==> config.mk <==
export PLATFORM = sky130hd
export DESIGN_NAME = abs_diff_sad_pipe
export DESIGN_NICKNAME = d
export VERILOG_FILES = /design/src/rtl/abs_diff_sad_pipe.sv
export SDC_FILE = /design/constraint.sdc
export NUM_CORES = 1
export LEC_CHECK = 0
export ABC_AREA = 1
export BUFFER_PORTS_ARGS = -buffer_cell sky130_fd_sc_hd__buf_2
export CAP_MARGIN = 10
export CORE_MARGIN = 2
export CORE_UTILIZATION = 40
export CTS_CLUSTER_SIZE = 25
export DETAILED_ROUTE_END_ITERATION = 8
export PLACE_DENSITY = 0.57
export SYNTH_ARGS = -nofsm -noshare
export SYNTH_HDL_FRONTEND = slang
export SYNTH_SLANG_ARGS = --single-unit
==> constraint.sdc <==
create_clock -name clk -period 2.5 [get_ports clk]
set_input_delay 0.375 -clock clk [delete_from_list [all_inputs] [get_ports clk]]
set_output_delay 0.375 -clock clk [all_outputs]
set_load 0.02 [all_outputs]
==> src/rtl/abs_diff_sad_pipe.sv <==
`timescale 1ns/1ps
`default_nettype none
// ============================================================================
//  Module   : abs_diff_sad_pipe
//  Purpose  : Pipelined |a-b| on a valid/ready stream with optional LSB
//             truncation (approximate mode) and a sum-of-absolute-differences
//             mode that accumulates blocks of up to ACC_LEN pairs.
//  Revision : 1.0 - initial release
// ============================================================================
module abs_diff_sad_pipe #(
    parameter  int WIDTH      = 8,
    parameter  int ACC_LEN    = 16,
    parameter  int APPROX_LSB = 0,
    localparam int CNT_W      = $clog2(ACC_LEN),
    localparam int OUT_W      = WIDTH + CNT_W
) (
    input  logic             clk,
    input  logic             rst,
    input  logic             in_valid,
    output logic             in_ready,
    input  logic [WIDTH-1:0] in_a,
    input  logic [WIDTH-1:0] in_b,
    input  logic             in_mode,
    input  logic             in_last,
    output logic             out_valid,
    input  logic             out_ready,
    output logic [OUT_W-1:0] out_data,
    output logic             out_sign,
    output logic [CNT_W:0]   out_count
);

    // Clears the APPROX_LSB low bits of each operand in approximate builds.
    localparam logic [WIDTH-1:0] c_lsb_mask = {WIDTH{1'b1}} << APPROX_LSB;
    localparam logic [CNT_W-1:0] c_blk_max  = CNT_W'(ACC_LEN - 1);

    logic             w_adv;
    logic             w_xfer;
    logic             w_eff_mode;
    logic             w_eff_last;
    logic [WIDTH-1:0] w_a_m;
    logic [WIDTH-1:0] w_b_m;
    logic             w_lt;
    logic [WIDTH-1:0] w_diff;

    logic [CNT_W-1:0] r_blk_cnt;
    logic             r_blk_mode;

    logic [WIDTH-1:0] r_s1_a;
    logic [WIDTH-1:0] r_s1_b;
    logic             r_s1_mode;
    logic             r_s1_last;
    logic             r_s1_valid;

    logic [WIDTH-1:0] r_s2_diff;
    logic             r_s2_sign;
    logic             r_s2_mode;
    logic             r_s2_last;
    logic             r_s2_valid;

    logic [OUT_W-1:0] r_acc;
    logic [CNT_W:0]   r_acc_cnt;
    logic             r_out_valid;
    logic [OUT_W-1:0] r_out_data;
    logic             r_out_sign;
    logic [CNT_W:0]   r_out_count;

    // Whole pipeline advances together; a stalled output freezes every stage.
    assign w_adv    = !r_out_valid || out_ready;
    assign in_ready = w_adv;
    assign w_xfer   = in_valid && w_adv;

    // Mode is latched at block start so mid-block toggles are ignored.
    assign w_eff_mode = (r_blk_cnt == '0) ? in_mode : r_blk_mode;
    assign w_eff_last = w_eff_mode ? (in_last || (r_blk_cnt == c_blk_max)) : 1'b1;

    assign w_a_m = in_a & c_lsb_mask;
    assign w_b_m = in_b & c_lsb_mask;

    // Unsigned magnitude: subtract the smaller operand from the larger one.
    assign w_lt   = (r_s1_a < r_s1_b);
    assign w_diff = w_lt ? (r_s1_b - r_s1_a) : (r_s1_a - r_s1_b);

    // Block tracker: counts accepted beats within the current SAD block.
    always_ff @(posedge clk) begin
        if (rst) begin
            r_blk_cnt  <= '0;
            r_blk_mode <= 1'b0;
        end else if (w_xfer) begin
            if (r_blk_cnt == '0) begin
                r_blk_mode <= in_mode;
            end
            if (w_eff_last) begin
                r_blk_cnt <= '0;
            end else begin
                r_blk_cnt <= r_blk_cnt + 1'b1;
            end
        end
    end

    // Stage 1: register masked operands and block control.
    always_ff @(posedge clk) begin
        if (rst) begin
            r_s1_a     <= '0;
            r_s1_b     <= '0;
            r_s1_mode  <= 1'b0;
            r_s1_last  <= 1'b0;
            r_s1_valid <= 1'b0;
        end else if (w_adv) begin
            r_s1_a     <= w_a_m;
            r_s1_b     <= w_b_m;
            r_s1_mode  <= w_eff_mode;
            r_s1_last  <= w_eff_last;
            r_s1_valid <= w_xfer;
        end
    end

    // Stage 2: register the absolute difference and its sign.
    always_ff @(posedge clk) begin
        if (rst) begin
            r_s2_diff  <= '0;
            r_s2_sign  <= 1'b0;
            r_s2_mode  <= 1'b0;
            r_s2_last  <= 1'b0;
            r_s2_valid <= 1'b0;
        end else if (w_adv) begin
            r_s2_diff  <= w_diff;
            r_s2_sign  <= w_lt;
            r_s2_mode  <= r_s1_mode;
            r_s2_last  <= r_s1_last;
            r_s2_valid <= r_s1_valid;
        end
    end

    // Output stage: emit per-sample results or accumulate and emit block SADs.
    always_ff @(posedge clk) begin
        if (rst) begin
            r_acc       <= '0;
            r_acc_cnt   <= '0;
            r_out_valid <= 1'b0;
            r_out_data  <= '0;
            r_out_sign  <= 1'b0;
            r_out_count <= '0;
        end else if (w_adv) begin
            r_out_valid <= 1'b0;
            if (r_s2_valid) begin
                if (!r_s2_mode) begin
                    r_out_data  <= OUT_W'(r_s2_diff);
                    r_out_sign  <= r_s2_sign;
                    r_out_count <= (CNT_W+1)'(1);
                    r_out_valid <= 1'b1;
                end else if (!r_s2_last) begin
                    r_acc     <= r_acc + OUT_W'(r_s2_diff);
                    r_acc_cnt <= r_acc_cnt + 1'b1;
                end else begin
                    r_out_data  <= r_acc + OUT_W'(r_s2_diff);
                    r_out_count <= r_acc_cnt + 1'b1;
                    r_out_sign  <= 1'b0;
                    r_out_valid <= 1'b1;
                    r_acc       <= '0;
                    r_acc_cnt   <= '0;
                end
            end
        end
    end

    assign out_valid = r_out_valid;
    assign out_data  = r_out_data;
    assign out_sign  = r_out_sign;
    assign out_count = r_out_count;

endmodule
`default_nettype wire
==> flow_metrics.py, run 1 <==
metrics = {
    "run_status": {
        "status": "complete, no violations",
    },
    "cts": {
        "cts_buffers": 9,
        "postCtsSetupBuffers": 0,
        "cts_resized": 0,
        "clkSinkCount": 72,
        "cts_root_buffer": "clkbuf_8",
        "worstSkewPairLatency_ns": 0.35,
        "cts_buffer_depth": 2,
        "cts_tree": "built",
        "cts_max_level": 3,
        "clkTransAtPathRegs_ns": 0.09,
        "hold_buffers": 0,
    },
    "synthesis": {
        "ys_warn_count": 0,
        "syn_inst": 598,
        "ys_seq_area_frac": 0.351,
        "syn_area_um2": 4100,
        "synthArstFlopShare": 0,
        "synth_area_leaders": "dfxtp_1 35%, nand2_1 15%, a21oi_1 8.7%, ha_1 7.9%, inv_1 7.1%",
        "avgSynthCellArea_um2": 6.86,
        "yosysTopAreaCell": "dfxtp_1",
        "yosysTopAreaCellShare": 0.351,
        "synth_edf_count": 0,
        "yosys.cell_types.count": 35,
        "ys_seq_elements": 72,
        "synth_flop_cell": "dfxtp_1",
        "syn-num-nets": 649,
    },
    "global_route": {
        "grtUsageTotal": 0.183,
        "overflow": 0,
        "grt_max_degree": 42,
        "grt_pass1_wl_um": 16600,
        "antenna_found_initial": 0,
        "grt_pass1_vias": 3515,
    },
    "power": {
        "total_power_mw": 2.65,
        "power.density_nw_per_um2": 578,
        "p_leak_nw": 2.22,
        "ir_drop_v": 0.000299,
    },
    "layout": {
        "post-route-cell-area_um2": 4580,
        "antennaDiodeCount": 0,
        "fin_nets": 684,
        "layout-drive-gt1-share": 0.122,
        "area_delta_synth_final_pct": 11.7,
        "final_cell_mix": "161 x nand2_1, 78 x inv_1, 72 x dfxtp_1, 71 x a21oi_1, 47 x nand3_1",
        "final_common_cell": "nand2_1",
    },
    "drt": {
        "via_count": 3680,
        "drc": 0,
        "antenna_left": 0,
        "dr.first_iter.drc_count": 97,
        "first_pass_iters": 4,
        "via_per_inst": 4.77,
        "wl_per_cell_um": 12.3,
        "wirelength_um": 9480,
    },
    "setup_path": {
        "endpoint_kind": "primary output",
        "rr_startpoint": "r_s1_a[0]",
        "reg2reg_to": "r_s2_diff[6]",
        "worstPathMaxFanout": 41,
        "start_kind": "register",
        "worstPathArrival_ns": 1.67,
        "worst-setup-path-type": "register to primary output",
        "reg2regPathDepth": 11,
        "cp.required_ns": 2.12,
        "reg2reg_slack_ns": 0.58,
    },
    "sta": {
        "slew_headroom": 0.642,
        "rsz0062_at_grt": "false",
        "period_share": 0.818,
        "fmax_mhz": 489,
        "hold_viol_final": 0,
        "slew_violations": 0,
        "tns_ns": 0,
        "final.setup_skew_ns": 0.0137,
        "finalSetupViolCount": 0,
        "fin_crit_ns": 2.04,
        "worst_slew_pin_slew_ns": 0.536,
    },
    "placed_design": {
        "place_hpwl_um": 6930,
        "portBuffers": 41,
        "dpl-instance-area_um2": 4410,
        "routabilityCongestion": 0.831,
    },
    "floorplan": {
        "core_region_area_um2": 9860,
        "pin_count": 42,
        "dieArea_um2": 11100,
        "die_width_um": 105,
        "die_h_um": 105,
        "floorplan.rows": 36,
        "start_util": 0.416,
    },
    "hold_path": {
        "min_path_cells": 3,
        "hold_path.class": "input port to register",
        "worstHoldStart": "in_a[7]",
        "hold-path-endpoint": "r_s1_a[7]",
    },
    "flow_run": {
        "cap_violations": 0,
    },
}
-- worst max-delay path by stage --
stage          slack (ns)  cells past startpoint            to      start
3_5_place_dp         0.60                     10  r_blk_cnt[2]  out_ready
6_report             0.46                      5      in_ready  out_valid
2_1_floorplan        0.76                     11  r_s2_diff[5]  r_s1_a[0]
3_3_place_gp         0.63                     11  r_s2_diff[6]  r_s1_a[0]
5_1_grt              0.30                      5      in_ready  out_valid
4_1_cts              0.41                      5      in_ready  out_valid
-- power breakdown --
| part | switching [mW] | internal, mW | total, mW |
|---|---|---|---|
| clock | 0.477 | 0.373 | 0.850 |
| combinational | 0.335 | 0.198 | 0.533 |
| sequential | 0.0538 | 1.21 | 1.27 |
| total | 0.866 | 1.78 | 2.65 |
-- flip-flops by register name (all words and copies together), names as in the netlist --
signal	cells
out_count	5
out_data	12
out_sign	1
out_valid	1
r_acc	12
r_acc_cnt	5
r_blk_cnt	4
r_blk_mode	1
r_s1_a	8
r_s1_b	8
r_s1_last	1
r_s1_mode	1
r_s1_valid	1
r_s2_diff	8
r_s2_last	1
r_s2_mode	1
r_s2_sign	1
r_s2_valid	1
-- final cells by class --
cell class / instances / area [um^2]
clock buffers: 10 / 128
clock inverters: 6 / 50.0
fillers: 1013 / 5280
inverters: 82 / 308
multi-input cells: 422 / 2250
flip-flops and latches: 72 / 1440
well taps: 133 / 166
repair buffers: 46 / 243
-- through the flow --
stage          hold WS (ns)   util  worst slack [ns]  std cells
5_1_grt               0.292  0.465             0.304        771
6_report              0.287  0.465             0.455        771
3_5_place_dp          0.454  0.447             0.596        755
4_1_cts               0.274  0.465             0.414        771
2_1_floorplan         0.433      -             0.764        598
3_3_place_gp          0.453  0.447             0.633        755
-- per-layer routing --
metal | global-route usage | wire (um) | up-vias
met1 | 0.263 | 4940 | 1642
met5 | 0 | 0 | -
met2 | 0.287 | 4190 | 48
met4 | 0.0514 | 57 | 0
li1 | - | - | 1985
met3 | 0.0235 | 298 | 5
-- critical path: stages, from the launching register on --
cell and delay (ns):
dfxtp_1 0.33, inv_1 0.06, nor2_4 0.11, buf_4 0.34
inv_2 0.25, buf_2 0.23
-- kinds of logic (layout without fill, tap and decap cells) --
kind of cell / count (synthesis) / in the layout / synth area share
XOR/XNOR: 12 / 12 / 0.0256
adder cells (fa/ha/maj): 29 / 29 / 0.0939
AO/OA/AOI/OAI: 126 / 126 / 0.163
buffers and inverters: 104 / 144 / 0.101
flip-flops: 72 / 72 / 0.351
AND/OR/NAND/NOR: 255 / 255 / 0.266
-- synth_stat cells (all sizes together), types with 4 or more instances --
cell type / count
buf: 8
nand2: 168
clkbuf: 14
nand4: 4
ha: 26
nor2: 30
a21oi: 72
o21ai: 44
xor2: 7
xnor2: 5
nand3: 47
o21bai: 4
inv: 80
dfxtp: 72
Note: power is estimated with default switching activity, not from simulation.
==> run 2: changes to the inputs <==
--- a/config.mk
+++ b/config.mk
@@ -5,14 +5,14 @@
 export SDC_FILE = /design/constraint.sdc
 export NUM_CORES = 1
 export LEC_CHECK = 0
-export ABC_AREA = 1
+export ABC_AREA = 0
 export BUFFER_PORTS_ARGS = -buffer_cell sky130_fd_sc_hd__buf_2
 export CAP_MARGIN = 10
 export CORE_MARGIN = 2
 export CORE_UTILIZATION = 40
 export CTS_CLUSTER_SIZE = 25
 export DETAILED_ROUTE_END_ITERATION = 8
-export PLACE_DENSITY = 0.57
+export PLACE_DENSITY = 0.59
 export SYNTH_ARGS = -nofsm -noshare
 export SYNTH_HDL_FRONTEND = slang
 export SYNTH_SLANG_ARGS = --single-unit
==> constraint.sdc (replaced) <==
create_clock -name clk -period 1.8 [get_ports clk]
set_input_delay 0.27 -clock clk [delete_from_list [all_inputs] [get_ports clk]]
set_output_delay 0.27 -clock clk [all_outputs]
set_load 0.02 [all_outputs]
==> flow_metrics.py, run 2 <==
metrics = {
    "run_status": {
        "status": "complete, but fails checks",
        "violations": "setup timing",
    },
    "synthesis": {
        "synth_edf_count": 0,
        "yosysTopAreaCellShare": 0.370,
        "synth_flop_cell": "dfxtp_1",
        "synth_common_cells": "72 x dfxtp_1, 70 x nand2_1, 61 x a21oi_1",
        "yosys.cell_types.count": 53,
        "yosysTopAreaCell": "dfxtp_1",
        "ys_seq_elements": 72,
        "ys_warn_count": 0,
        "synthArstFlopShare": 0,
        "syn_inst": 473,
        "ys_seq_area_frac": 0.370,
        "avgSynthCellArea_um2": 8.24,
        "syn_area_um2": 3900,
        "synth_most_common_cell": "dfxtp_1",
        "synth_area_leaders": "dfxtp_1 37%, ha_1 8.3%, a21oi_1 7.8%, nand2_1 6.7%, mux2i_1 4.1%",
        "syn-num-nets": 524,
    },
    "placed_design": {
        "dpl-instance-area_um2": 4590,
        "place_hpwl_um": 6610,
        "routabilityCongestion": 0.840,
        "dp_slack_ns": -0.215,
        "portBuffers": 41,
        "post-place-cells": 669,
    },
    "cts": {
        "cts_tree": "built",
        "clkSinkCount": 72,
        "cts_buffers": 9,
        "clkTransAtPathRegs_ns": 0.08,
        "cts_max_level": 3,
        "cts_buffer_depth": 2,
        "worstSkewPairLatency_ns": 0.34,
        "cts_root_buffer": "clkbuf_8",
    },
    "drt": {
        "wirelength_um": 9070,
        "dr.first_iter.drc_count": 129,
        "drc": 0,
        "first_pass_iters": 5,
        "via_count": 3531,
        "wl_per_cell_um": 13.1,
        "antenna_left": 0,
        "via_per_inst": 5.10,
    },
    "setup_path": {
        "worstPathMaxFanout": 2,
        "cpMaxStageDelayCell": "dfxtp_2",
        "path_buf_inv": 0,
        "crit_start": "r_acc[0]",
        "cp.required_ns": 2.03,
        "worst-setup-path-type": "register to register",
        "start_kind": "register",
        "crit_path_max_incr_delay_ns": 0.34,
        "cp_cell_sequence": "ha_4 > fa_2 > a21o_1 > a21oi_2 > nand2b_4 > mux2_4 > and3b_1 > o41ai_2",
        "endpoint_kind": "register",
        "worstPathArrival_ns": 2.21,
        "rr_startpoint": "r_acc[0]",
        "critPathTopFamily": "adder cells",
    },
    "sta": {
        "layout_setup_ws_ns": -0.185,
        "worst_slew_pin_slew_ns": 0.462,
        "hold_viol_final": 0,
        "fin_crit_ns": 1.99,
        "rsz0062_at_grt": "true",
        "finalSetupViolCount": 12,
        "tns_ns": -1.24,
        "period_share": 1.10,
        "fmax_mhz": 504,
        "slew_violations": 0,
        "final.setup_skew_ns": 0.00817,
        "whs_ns": 0.159,
        "slew_headroom": 0.691,
    },
    "layout": {
        "final_cell_mix": "67 x nand2_1, 63 x dfxtp_1, 58 x buf_4, 54 x a21oi_1, 41 x buf_2",
        "area_delta_synth_final_pct": 29.2,
        "final_cells": 693,
        "layout-drive-gt1-share": 0.296,
        "post-route-cell-area_um2": 5030,
        "antennaDiodeCount": 0,
        "final_common_cell": "nand2_1",
        "final_util": 0.525,
        "fin_nets": 607,
    },
    "floorplan": {
        "die_h_um": 103,
        "die_width_um": 103,
        "start_util": 0.406,
        "dieArea_um2": 10500,
        "floorplan.rows": 36,
        "core_region_area_um2": 9590,
        "pin_count": 42,
    },
    "global_route": {
        "busiest_layer": "met2",
        "grtUsageTotal": 0.182,
        "use_met1": 0.235,
        "grt_max_degree": 39,
        "grt_pass1_vias": 3265,
        "grt_use_met2": 0.306,
        "grt_pass1_wl_um": 15100,
        "antenna_found_initial": 0,
        "grtUsageMet3": 0.0366,
        "overflow": 0,
    },
    "power": {
        "clockPowerShare": 0.357,
        "comb_power_share": 0.212,
        "ir_drop_v": 0.000355,
        "power.density_nw_per_um2": 801,
        "total_power_mw": 4.03,
        "p_int_mw": 2.90,
        "switchingPower_mw": 1.13,
        "p_leak_nw": 2.27,
        "seqPwrFrac": 0.431,
        "swShare": 0.280,
    },
    "hold_path": {
        "worstHoldStart": "in_a[3]",
        "hold_path.class": "input port to register",
    },
    "flow_run": {
        "cap_violations": 0,
    },
}
==> run 2: path summary, 6_finish.rpt <==
check | end | slack, ns | cells after the start
max | r_acc[6] | -0.19 | 8
min | r_s1_a[3] | 0.16 | 3
max reg2reg | r_acc[6] | -0.19 | 8
min reg2reg | r_s2_sign | 0.46 | 2
==> run 2: worst min-delay path: stages <==
cell     delay [ns]
buf_2          0.09
nand2_1        0.05
a21oi_1        0.05
==> run 2: layout make-up <==
| class | instances | area, um^2 |
|---|---|---|
| clock buffer | 10 | 138 |
| fill | 936 | 4560 |
| clock inverter | 5 | 81.3 |
| timing repair buffer | 100 | 661 |
| sequential | 72 | 1460 |
| tap | 133 | 166 |
| inverter | 21 | 81.3 |
| multi-input combinational | 352 | 2450 |
==> run 2: per-layer routing <==
| metal | share of wire | vias to the layer above |
|---|---|---|
| met5 | 0 | - |
| met4 | 0.013 | 0 |
| met3 | 0.028 | 11 |
| met2 | 0.48 | 65 |
| met1 | 0.48 | 1637 |
| li1 | - | 1818 |
==> run 2: kinds of logic (layout without fill, tap and decap cells) <==
group | Yosys count | in the layout | synth area share
flip-flops | 72 | 72 | 0.370
AO/OA/AOI/OAI | 127 | 127 | 0.201
buffers and inverters | 49 | 136 | 0.0536
AND/OR/NAND/NOR | 163 | 163 | 0.197
multiplexers | 17 | 17 | 0.0440
adder cells (fa/ha/maj) | 29 | 29 | 0.0989
XOR/XNOR | 16 | 16 | 0.0360
==> run 2: repair_timing <==
action	in CTS	in global routing
hold buffers	0	0
gates resized for setup	24	17
endpoints found under the hold margin	0	0
buffers inserted	5	4
pin swaps	19	19
endpoints found under the setup margin	17	26
==> run 2: power groups by stage <==
stage	Clock, mW	Sequential (mW)	Combinational [mW]
6_report	1.44	1.74	0.856
5_1_grt	1.54	1.75	0.954
4_1_cts	1.48	1.74	0.833
3_5_place_dp	0	1.77	0.794
3_3_place_gp	0	1.77	0.779
2_1_floorplan	0	1.78	0.509
